==> src/rtl/dvp_tx.sv <==
// DVP camera-bus transmitter: serialises RGB565 pixels into vsync/href/8-bit frames
// with programmable horizontal and vertical blanking.
`timescale 1ns/1ps
module dvp_tx #(
  parameter int H_ACTIVE = 1280,
  parameter int V_ACTIVE = 720,
  parameter int H_BLANK  = 16,
  parameter int VS_LINES = 2,
  parameter int V_BP     = 4,
  parameter int V_FP     = 2
) (
  input  logic        clk,
  input  logic        rst_n,
  input  logic        enable,
  input  logic        pix_valid,
  input  logic [15:0] pix_data,
  output logic        pix_ready,
  output logic        cmos_vsync,
  output logic        cmos_href,
  output logic [7:0]  cmos_db,
  output logic        frame_done,
  output logic        underflow,
  input  logic        clr_underflow
);

  localparam int L    = 2 * H_ACTIVE + H_BLANK;
  localparam int HW   = $clog2(L);
  localparam int VM01 = (VS_LINES > V_BP) ? VS_LINES : V_BP;
  localparam int VM23 = (V_ACTIVE > V_FP) ? V_ACTIVE : V_FP;
  localparam int VMAX = (VM01 > VM23) ? VM01 : VM23;
  localparam int VW   = (VMAX > 1) ? $clog2(VMAX) : 1;

  localparam logic [HW-1:0] H_LAST = HW'(L - 1);
  localparam logic [HW-1:0] H_ACT  = HW'(2 * H_ACTIVE);

  typedef enum logic [2:0] {
    ST_IDLE,
    ST_VSYNC,
    ST_VBP,
    ST_ACTIVE,
    ST_VFP
  } state_t;

  // Zero-line phases are skipped by never entering them.
  localparam state_t FIRST_ST = (VS_LINES > 0) ? ST_VSYNC :
                                (V_BP > 0)     ? ST_VBP   : ST_ACTIVE;
  localparam state_t POST_VS  = (V_BP > 0) ? ST_VBP : ST_ACTIVE;
  localparam state_t LAST_ST  = (V_FP > 0) ? ST_VFP : ST_ACTIVE;

  function automatic logic [VW-1:0] last_line(input state_t s);
    case (s)
      ST_VSYNC:  last_line = VW'(VS_LINES - 1);
      ST_VBP:    last_line = VW'(V_BP - 1);
      ST_ACTIVE: last_line = VW'(V_ACTIVE - 1);
      ST_VFP:    last_line = VW'(V_FP - 1);
      default:   last_line = '0;
    endcase
  endfunction

  state_t        state_q, state_d;
  logic [HW-1:0] hcnt_q, hcnt_d;
  logic [VW-1:0] vcnt_q, vcnt_d;
  logic [7:0]    lo_q, lo_d;
  logic          vsync_q, vsync_d;
  logic          href_q, href_d;
  logic [7:0]    db_q, db_d;
  logic          frame_done_q, frame_done_d;
  logic          underflow_q, underflow_d;
  logic          act_d, even_d;

  always_ff @(posedge clk or negedge rst_n) begin
    if (!rst_n) begin
      state_q      <= ST_IDLE;
      hcnt_q       <= '0;
      vcnt_q       <= '0;
      lo_q         <= '0;
      vsync_q      <= 1'b0;
      href_q       <= 1'b0;
      db_q         <= '0;
      frame_done_q <= 1'b0;
      underflow_q  <= 1'b0;
    end else begin
      state_q      <= state_d;
      hcnt_q       <= hcnt_d;
      vcnt_q       <= vcnt_d;
      lo_q         <= lo_d;
      vsync_q      <= vsync_d;
      href_q       <= href_d;
      db_q         <= db_d;
      frame_done_q <= frame_done_d;
      underflow_q  <= underflow_d;
    end
  end

  // state_q/hcnt_q/vcnt_q name the byte position currently on the bus; *_d is the next one.
  always_comb begin
    state_d = state_q;
    hcnt_d  = hcnt_q;
    vcnt_d  = vcnt_q;
    if (state_q == ST_IDLE) begin
      if (enable) begin
        state_d = FIRST_ST;
        hcnt_d  = '0;
        vcnt_d  = '0;
      end
    end else if (hcnt_q != H_LAST) begin
      hcnt_d = hcnt_q + 1'b1;
    end else begin
      hcnt_d = '0;
      if (vcnt_q != last_line(state_q)) begin
        vcnt_d = vcnt_q + 1'b1;
      end else begin
        vcnt_d = '0;
        case (state_q)
          ST_VSYNC:  state_d = POST_VS;
          ST_VBP:    state_d = ST_ACTIVE;
          ST_ACTIVE: state_d = (V_FP > 0) ? ST_VFP : (enable ? FIRST_ST : ST_IDLE);
          ST_VFP:    state_d = enable ? FIRST_ST : ST_IDLE;
          default:   state_d = ST_IDLE;
        endcase
      end
    end
  end

  always_comb begin
    act_d        = (state_d == ST_ACTIVE) && (hcnt_d < H_ACT);
    even_d       = act_d && !hcnt_d[0];
    vsync_d      = (state_d == ST_VSYNC);
    href_d       = act_d;
    lo_d         = lo_q;
    db_d         = 8'h00;
    if (even_d) begin
      db_d = pix_valid ? pix_data[15:8] : 8'h00;
      lo_d = pix_valid ? pix_data[7:0]  : 8'h00;
    end else if (act_d) begin
      db_d = lo_q;
    end
    frame_done_d = (state_d == LAST_ST) && (hcnt_d == H_LAST) &&
                   (vcnt_d == last_line(LAST_ST));
    // A fresh underflow takes priority over a same-cycle clear.
    if (even_d && !pix_valid) underflow_d = 1'b1;
    else if (clr_underflow)   underflow_d = 1'b0;
    else                      underflow_d = underflow_q;
  end

  assign pix_ready  = even_d;
  assign cmos_vsync = vsync_q;
  assign cmos_href  = href_q;
  assign cmos_db    = db_q;
  assign frame_done = frame_done_q;
  assign underflow  = underflow_q;

endmodule

==> config.mk <==
export PLATFORM = sky130hd
export DESIGN_NAME = dvp_tx
export DESIGN_NICKNAME = d
export VERILOG_FILES = /design/src/rtl/dvp_tx.sv
export SDC_FILE = /design/constraint.sdc
export NUM_CORES = 1
export LEC_CHECK = 0
export BUFFER_PORTS_ARGS = -buffer_cell sky130_fd_sc_hd__buf_2
export CORE_ASPECT_RATIO = 1.4
export CORE_MARGIN = 2
export CORE_UTILIZATION = 40
export CTS_BUF_LIST = sky130_fd_sc_hd__clkbuf_8 sky130_fd_sc_hd__clkbuf_16
export DETAILED_ROUTE_END_ITERATION = 6
export GPL_TIMING_DRIVEN = 0
export PLACE_DENSITY = 0.65
export SETUP_SLACK_MARGIN = 0.2
export SLEW_MARGIN = 10
export SYNTH_ARGS = -nofsm -noshare
export SYNTH_HDL_FRONTEND = slang
export SYNTH_SLANG_ARGS = --single-unit
export TNS_END_PERCENT = 50
==> constraint.sdc <==
create_clock -name clk -period 3.93 [get_ports clk]
set_clock_uncertainty 0.1 [all_clocks]
set_input_delay 0.393 -clock clk [delete_from_list [all_inputs] [get_ports clk]]
set_output_delay 0.393 -clock clk [all_outputs]
set_load 0.02 [all_outputs]
==> results of run 1 <==
## power by group
group	leakage (nW)	switching, mW	internal (mW)
Combinational	0.615	0.0161	0.00832
Sequential	0.551	0.0000000000000000134	0.463
Clock	0.0512	0.169	0.143
## cell usage after synthesis (2+ instances only)
master     n
dfrtp_1   45
nand2_1   42
o21ai_0   33
a21oi_1   18
nand3_1   18
clkbuf_1  14
nor2_1    14
o31ai_1   14
nor4_1     9
inv_1      8
nor3_1     8
nand4_1    7
a31oi_1    4
buf_6      4
or3_1      4
xnor2_1    4
and3_1     3
and4_1     3
nand2b_1   3
a21o_1     2
a32o_1     2
buf_2      2
ha_1       2
mux2_2     2
nand3b_1   2
nor4bb_1   2
or2_2      2
xor2_1     2
## cells in the final DEF, fill, tap and decap left out, drive strengths merged, types with 2 or more instances in the layout
master,n
dfrtp,45
nand2,42
buf,40
o21ai,34
a21oi,18
nand3,18
clkbuf,18
o31ai,14
nor2,14
nor4,10
inv,8
nor3,8
nand4,7
or3,5
xnor2,4
a31oi,4
and3,3
nand2b,3
and4,3
clkinv,3
nand3b,2
or2,2
mux2,2
xor2,2
a21o,2
a32o,2
nor4bb,2
ha,2
## per-stage QoR
stage,setup WS (ns),total power [mW],std cells
floorplan,0.740,0.476,291
global placement,0.307,0.496,395
detailed placement,0.326,0.497,395
CTS,0.203,0.802,404
global route,0.260,0.828,402
finish,0.487,0.799,402
## logic make-up (layout without fill, tap and decap cells)
logic type,count (synthesis),after routing
compound gates,82,82
xor+xnor,6,6
fa+ha+maj,2,2
buf+inv,30,69
flops,45,45
mux,3,3
simple gates,123,123
## cell type report
class,count,area share [%]
plain buffers,19,3.83
clock buffers,6,2.84
clock inverters,2,0.474
inverters,9,1.16
multi-input cells,216,44.0
flip-flops and latches,45,38.8
well taps,72,3.10
repair buffers,33,5.77
## metal layers
layer,up-vias,global-route usage (%)
li1,1131,-
met1,1113,24.2
met2,95,35.3
met3,20,3.10
met4,0,7.11
met5,-,0
## worst register-to-register path, cell delays in order (launching register included)
cell and delay [ns]:
dfrtp_1 0.40, buf_2 0.19, or3_1 0.38, clkbuf_1 0.18, nor2_2 0.37, nand2_1 0.13, o21a_1 0.12, clkbuf_1 0.22
clkinv_1 0.31, clkbuf_1 0.42, o21ai_0 0.14, o31ai_1 0.08
## worst max-delay path by stage
stage	start	slack [ns]	depth (start not counted)	endpoint
6_report	hcnt_q[8]	0.49	10	pix_ready
5_1_grt	hcnt_q[1]	0.26	10	pix_ready
4_1_cts	hcnt_q[1]	0.20	13	pix_ready
3_5_place_dp	hcnt_q[1]	0.33	11	pix_ready
3_3_place_gp	hcnt_q[1]	0.31	11	pix_ready
2_1_floorplan	hcnt_q[1]	0.74	10	pix_ready
## state kept, by name (all words and copies together) (netlist names)
| register | flops |
|---|---|
| state_q | 3 |
| hcnt_q | 12 |
| underflow | 1 |
| cmos_href | 1 |
| vcnt_q | 10 |
| lo_q | 8 |
| cmos_db | 8 |
| frame_done | 1 |
| cmos_vsync | 1 |
## what timing repair did
| action | CTS | global route |
|---|---|---|
| hold endpoints to repair | 0 | 0 |
| setup endpoints to repair | 1 | 1 |
| pin swaps | 1 | 1 |
| gates resized for setup | 7 | 7 |
| setup buffers | 1 | 0 |
==> impl_metrics.py, run 1 <==
metrics = {
    "status": {
        "status": "finished, final reports clean",
    },
    "power_and_ir_drop": {
        "power_density_nw_per_um2": 275,
        "ir_worst_vdd_v": 0.000184,
        "power_leakage_nw": 1.22,
    },
    "synth": {
        "yosys_most_used_dff": "dfrtp_1",
        "synth_top_family_by_area": "simple AND/OR/NAND/NOR gates",
        "avgSynthCellArea_um2": 8.63,
        "synth_top_area_share_pct": 44.8,
        "synth.distinct_cells": 46,
        "synth_cells": 291,
        "synth_compound_area_share_pct": 19.7,
        "synthMuxAreaShare_pct": 1.29,
        "async_flop_share_pct": 100,
        "yosysTopAreaCell": "dfrtp_1",
        "synth_top_cells_by_area": "dfrtp_1 45%, o21ai_0 6.6%, nand2_1 6.3%",
        "synth_edf_count": 0,
        "syn_nets": 314,
        "synthesis.area_um2": 2510,
        "synth_seq_cells": 45,
        "ys.warnings.count": 0,
        "synthSimpleGateAreaFrac_pct": 25.1,
        "synth_xor_area_share_pct": 2.09,
        "ys_seq_area_share_pct": 44.8,
        "synth_adder_area_share_pct": 0.996,
    },
    "place": {
        "dpl_cell_area_um2": 2760,
        "dp_hpwl_um": 4720,
        "gp_congestion": 0.951,
        "io_buffers": 32,
    },
    "sta": {
        "hold_ws_ns": 0.149,
        "rsz0062_at_grt": "false",
        "worst-slew-pin-transition_ns": 1.03,
        "fin_crit_ns": 3.44,
        "finalCritPeriodShare_pct": 87.6,
        "slew_viol_final": 0,
        "setup_viol": 0,
        "fmax_mhz": 290,
        "setup_tns_ns": 0,
        "hold_viol_final": 0,
        "max_slew_margin_pct": 31.7,
    },
    "cts": {
        "cts_max_level": 2,
        "clk_latency_ns": 0.31,
        "root_buffer": "clkbuf_8",
        "clkTransAtPathRegs_ns": 0.10,
        "cts_max_path_buffers": 2,
        "numCtsBuffers": 5,
        "cts_sinks": 45,
        "cts_tree": "built",
        "cts_hold_buffers": 0,
    },
    "grt": {
        "antenna_found_initial": 0,
        "grt_pass1_vias": 2349,
        "grt_max_degree": 46,
        "grt_pass1_wl_um": 11200,
        "grt_usage_pct": 19.9,
        "grt_overflow": 0,
    },
    "setup_path": {
        "r2r_start": "state_q[0]",
        "regToRegEndpoint": "lo_q[6]",
        "endpoint_kind": "primary output",
        "slowest_delay_ns": 0.48,
        "crit_top_cell": "buf_6",
        "worstPathCellList": "nor4bb_2 -> a31o_2 -> buf_6 -> o21ai_0 -> a22oi_1 -> nand2_1 -> a2111o_1 -> buf_6 -> nor2_1 -> buf_2",
        "cp.required_ns": 3.44,
        "r2r_slack_ns": 0.80,
        "path_delay_family": "compound AO/OA/AOI/OAI gates",
        "critPathKind": "reg -> out",
        "arrival_ns": 2.95,
        "crit_path_start_kind": "register",
        "slowest_stage": "dfrtp_1",
        "path_buf_inv": 3,
        "reg2reg_depth": 11,
        "worstPathMaxFanout": 18,
    },
    "finish": {
        "diodes": 0,
        "design_area_um2": 2900,
        "postLayoutCoreUtil_pct": 47.4,
        "register_area_um2": 1130,
        "area_growth_pct": 15.6,
        "fill_cells": 621,
        "drive_gt1_share_pct": 20.0,
        "multi_input_area_um2": 1280,
        "nets": 352,
    },
    "routing": {
        "post-route-drc-count": 0,
        "drt-pass1-iter-count": 5,
        "dr_wl_met2_um": 3310,
        "first_iter_violations": 120,
        "viasPerCell": 5.87,
        "routedWlPerCell_um": 16.1,
        "antenna_left": 0,
        "wirelength_um": 6480,
        "top_layer_used": "met4",
        "met3_length_um": 277,
        "vias": 2359,
        "met1_length_um": 2710,
    },
    "worst_hold_path": {
        "hold_path.class": "in -> async",
    },
    "floorplan": {
        "pin_count": 34,
        "start_util_pct": 41.0,
        "die-area_um2": 6940,
        "core_um2": 6130,
        "num_rows": 34,
        "dieHeight_um": 97.8,
        "die_x_um": 71.0,
    },
    "run": {
        "maxCapViolations": 0,
    },
}
Note: power is estimated with default switching activity, not from simulation.
==> run 2: changes to the inputs <==
--- a/config.mk
+++ b/config.mk
@@ -5,6 +5,7 @@
 export SDC_FILE = /design/constraint.sdc
 export NUM_CORES = 1
 export LEC_CHECK = 0
+export ABC_AREA = 1
 export BUFFER_PORTS_ARGS = -buffer_cell sky130_fd_sc_hd__buf_2
 export CORE_ASPECT_RATIO = 1.4
 export CORE_MARGIN = 2
@@ -12,7 +13,7 @@
 export CTS_BUF_LIST = sky130_fd_sc_hd__clkbuf_8 sky130_fd_sc_hd__clkbuf_16
 export DETAILED_ROUTE_END_ITERATION = 6
 export GPL_TIMING_DRIVEN = 0
-export PLACE_DENSITY = 0.65
+export PLACE_DENSITY = 0.64
 export SETUP_SLACK_MARGIN = 0.2
 export SLEW_MARGIN = 10
 export SYNTH_ARGS = -nofsm -noshare
==> impl_metrics.py, run 2 <==
metrics = {
    "grt": {
        "antenna_found_initial": 0,
        "grt_pass1_vias": 2554,
        "grt_max_degree": 46,
        "grt_pass1_wl_um": 12000,
        "grt_usage_pct": 19.9,
        "grt_overflow": 0,
    },
    "setup_path": {
        "worstPathMaxFanout": 9,
        "crit_top_cell": "nand2_2",
        "critPathKind": "reg -> out",
        "cp.required_ns": 3.44,
        "path_delay_family": "simple AND/OR/NAND/NOR gates",
        "endpoint_kind": "primary output",
        "r2r_start": "hcnt_q[0]",
        "crit_path_start_kind": "register",
        "worstPathCellList": "ha_1 -> nand3_1 -> nor2_2 -> nand2_1 -> clkinv_1 -> nand3_4 -> nand2_2 -> nand2_2 -> nor2_4 -> nand3_4 -> nor2_8 -> nand2_2 -> inv_2 -> buf_2",
        "slowest_stage": "dfrtp_1",
        "crit_path_start": "hcnt_q[0]",
        "arrival_ns": 2.86,
        "path_buf_inv": 3,
        "slowest_delay_ns": 0.49,
    },
    "floorplan": {
        "die_x_um": 75.1,
        "core_um2": 6890,
        "pin_count": 34,
        "dieHeight_um": 104,
        "start_util_pct": 41.1,
        "num_rows": 36,
        "die-area_um2": 7770,
    },
    "sta": {
        "max_slew_margin_pct": 31.7,
        "worst-slew-pin-transition_ns": 1.02,
        "hold_ws_ns": 0.167,
        "fin_crit_ns": 3.35,
        "fmax_mhz": 299,
        "setup_tns_ns": 0,
        "hold_viol_final": 0,
        "rsz0062_at_grt": "false",
        "finalCritPeriodShare_pct": 85.2,
        "setup_viol": 0,
        "slew_viol_final": 0,
    },
    "cts": {
        "clkTransAtPathRegs_ns": 0.09,
        "clk_latency_ns": 0.30,
        "cts_max_path_buffers": 2,
        "cts_max_level": 2,
        "cts_tree": "built",
        "cts_sinks": 45,
        "numCtsBuffers": 5,
        "cts_setup_buffers": 0,
        "root_buffer": "clkbuf_8",
        "cts_hold_buffers": 0,
        "ctsResizeCount": 0,
    },
    "finish": {
        "drive_gt1_share_pct": 16.1,
        "diodes": 0,
        "multi_input_area_um2": 1470,
        "area_growth_pct": 13.0,
        "nets": 463,
        "regMostFlops": "hcnt_q",
        "register_area_um2": 1130,
        "reg_top3": "hcnt_q: 12 flops, vcnt_q: 10 flops",
        "fill_cells": 714,
        "largest_reg_flops": 12,
        "final_cell_mix": "139 x nand2_1, 45 x dfrtp_1, 41 x nand3_1, 39 x inv_1, 36 x buf_2",
        "mostFrequentLayoutCell": "nand2_1",
    },
    "power_and_ir_drop": {
        "pwr-share-comb_pct": 28.8,
        "pwr-share-clk_pct": 24.0,
        "power.switching_uw": 468,
        "netSwitchingFraction_pct": 38.3,
        "power_frac_seq_pct": 47.2,
        "power_density_nw_per_um2": 382,
        "ir_worst_vdd_v": 0.000223,
        "internal_power_uw": 755,
        "power_leakage_nw": 1.69,
    },
    "synth": {
        "avgSynthCellArea_um2": 7.06,
        "yosysTopAreaCell": "dfrtp_1",
        "ys.warnings.count": 0,
        "synth_top_area_share_pct": 39.8,
        "ys_seq_area_share_pct": 39.8,
        "synth_cells": 401,
        "synth_edf_count": 0,
        "syn_nets": 424,
        "synth_top_cells_by_area": "dfrtp_1 40%, nand2_1 18%, nand3_1 7.3%",
        "synth.distinct_cells": 31,
        "yosys_most_used_dff": "dfrtp_1",
        "synth_seq_cells": 45,
        "async_flop_share_pct": 100,
        "yosysMostFrequentCell": "nand2_1",
        "synth_common_cells": "139 x nand2_1, 45 x dfrtp_1, 41 x nand3_1",
        "synthesis.area_um2": 2830,
    },
    "routing": {
        "wirelength_um": 7050,
        "post-route-drc-count": 0,
        "vias": 2704,
        "routedWlPerCell_um": 13.1,
        "viasPerCell": 5.04,
        "drt-pass1-iter-count": 4,
        "first_iter_violations": 103,
        "antenna_left": 0,
    },
    "run": {
        "maxCapViolations": 0,
    },
    "place": {
        "io_buffers": 32,
        "dp_hpwl_um": 5320,
        "gp_congestion": 0.884,
    },
    "worst_hold_path": {
        "hold_path.class": "in -> async",
    },
    "status": {
        "status": "finished, final reports clean",
    },
}
==> run 2: changes by cell type after synthesis, moves of 5 or more <==
cell	delta
nand2_1	+97
inv_1	+31
o21ai_0	-24
nand3_1	+23
nor2_1	+20
nand3b_1	+19
o31ai_1	-14
a21oi_1	-13
clkbuf_1	-10
nor4_1	-9
inv_2	+6
nand2_2	+6
nor2_2	+5
==> run 2: logic make-up after synthesis <==
group	share of synthesized area [%]
buffers and inverters	8.40
adders and majority gates	0.884
AOI/OAI and AO/OA	5.08
and+or+nand+nor	44.6
DFF	39.8
xor gates and xnor gates	1.24
==> run 2: layer usage <==
metal  track usage, %  vias up  routed length (um)  part of all wire (%)
met5                0        -                   0                     0
met2             34.1       65                3750                    53
met1             24.1     1265                2900                    41
met3             2.82       13                 227                   3.2
li1                 -     1361                   -                     -
met4             8.16        0                 169                   2.4
==> run 2: power by group through the flow <==
stage               Sequential, mW  Clock (mW)  Combinational (mW)
finish                       0.578       0.293               0.352
global route                 0.586       0.328               0.411
CTS                          0.575       0.306               0.354
detailed placement           0.585           0               0.353
global placement             0.584           0               0.346
floorplan                    0.569           0               0.263
==> run 2: area by class of cell <==
cell class,count,area share (%)
clock buffers,5,2.15
repair buffers,32,5.01
flip-flops and latches,45,35.2
clock inverters,3,0.665
multi-input cells,298,45.8
well taps,95,3.72
plain buffers,10,1.80
inverters,48,5.63
==> run 2: path summary, 6_finish.rpt <==
path / to / slack [ns] / cells past startpoint
hold reg to reg: lo_q[0] / 0.38 / 2
setup reg to reg: frame_done / 1.23 / 13
hold / removal: lo_q[3] / 0.17 / 1
min in group clk: underflow / 0.22 / 4
setup / recovery: pix_ready / 0.58 / 14
max in group asynchronous: state_q[0] / 2.94 / 1
==> run 2: through the flow <==
stage | cells | instance area (um2) | utilization (%) | worst slack, ns | power (mW)
finish | 536 | 3200 | 46.4 | 0.582 | 1.22
global route | 536 | 3200 | 46.4 | 0.277 | 1.33
CTS | 536 | 3200 | 46.4 | 0.579 | 1.23
detailed placement | 528 | 3110 | 45.1 | 0.912 | 0.937
global placement | 528 | 3110 | 45.1 | 0.913 | 0.930
floorplan | 401 | 2830 | - | 1.40 | 0.832
==> run 2: worst reg2reg max path, delay by kind of cell (launching register included) <==
family,cells,cell delay (ns)
simple gates,11,1.50
flops,1,0.47
fa+ha+maj,1,0.32
buf+inv,1,0.23
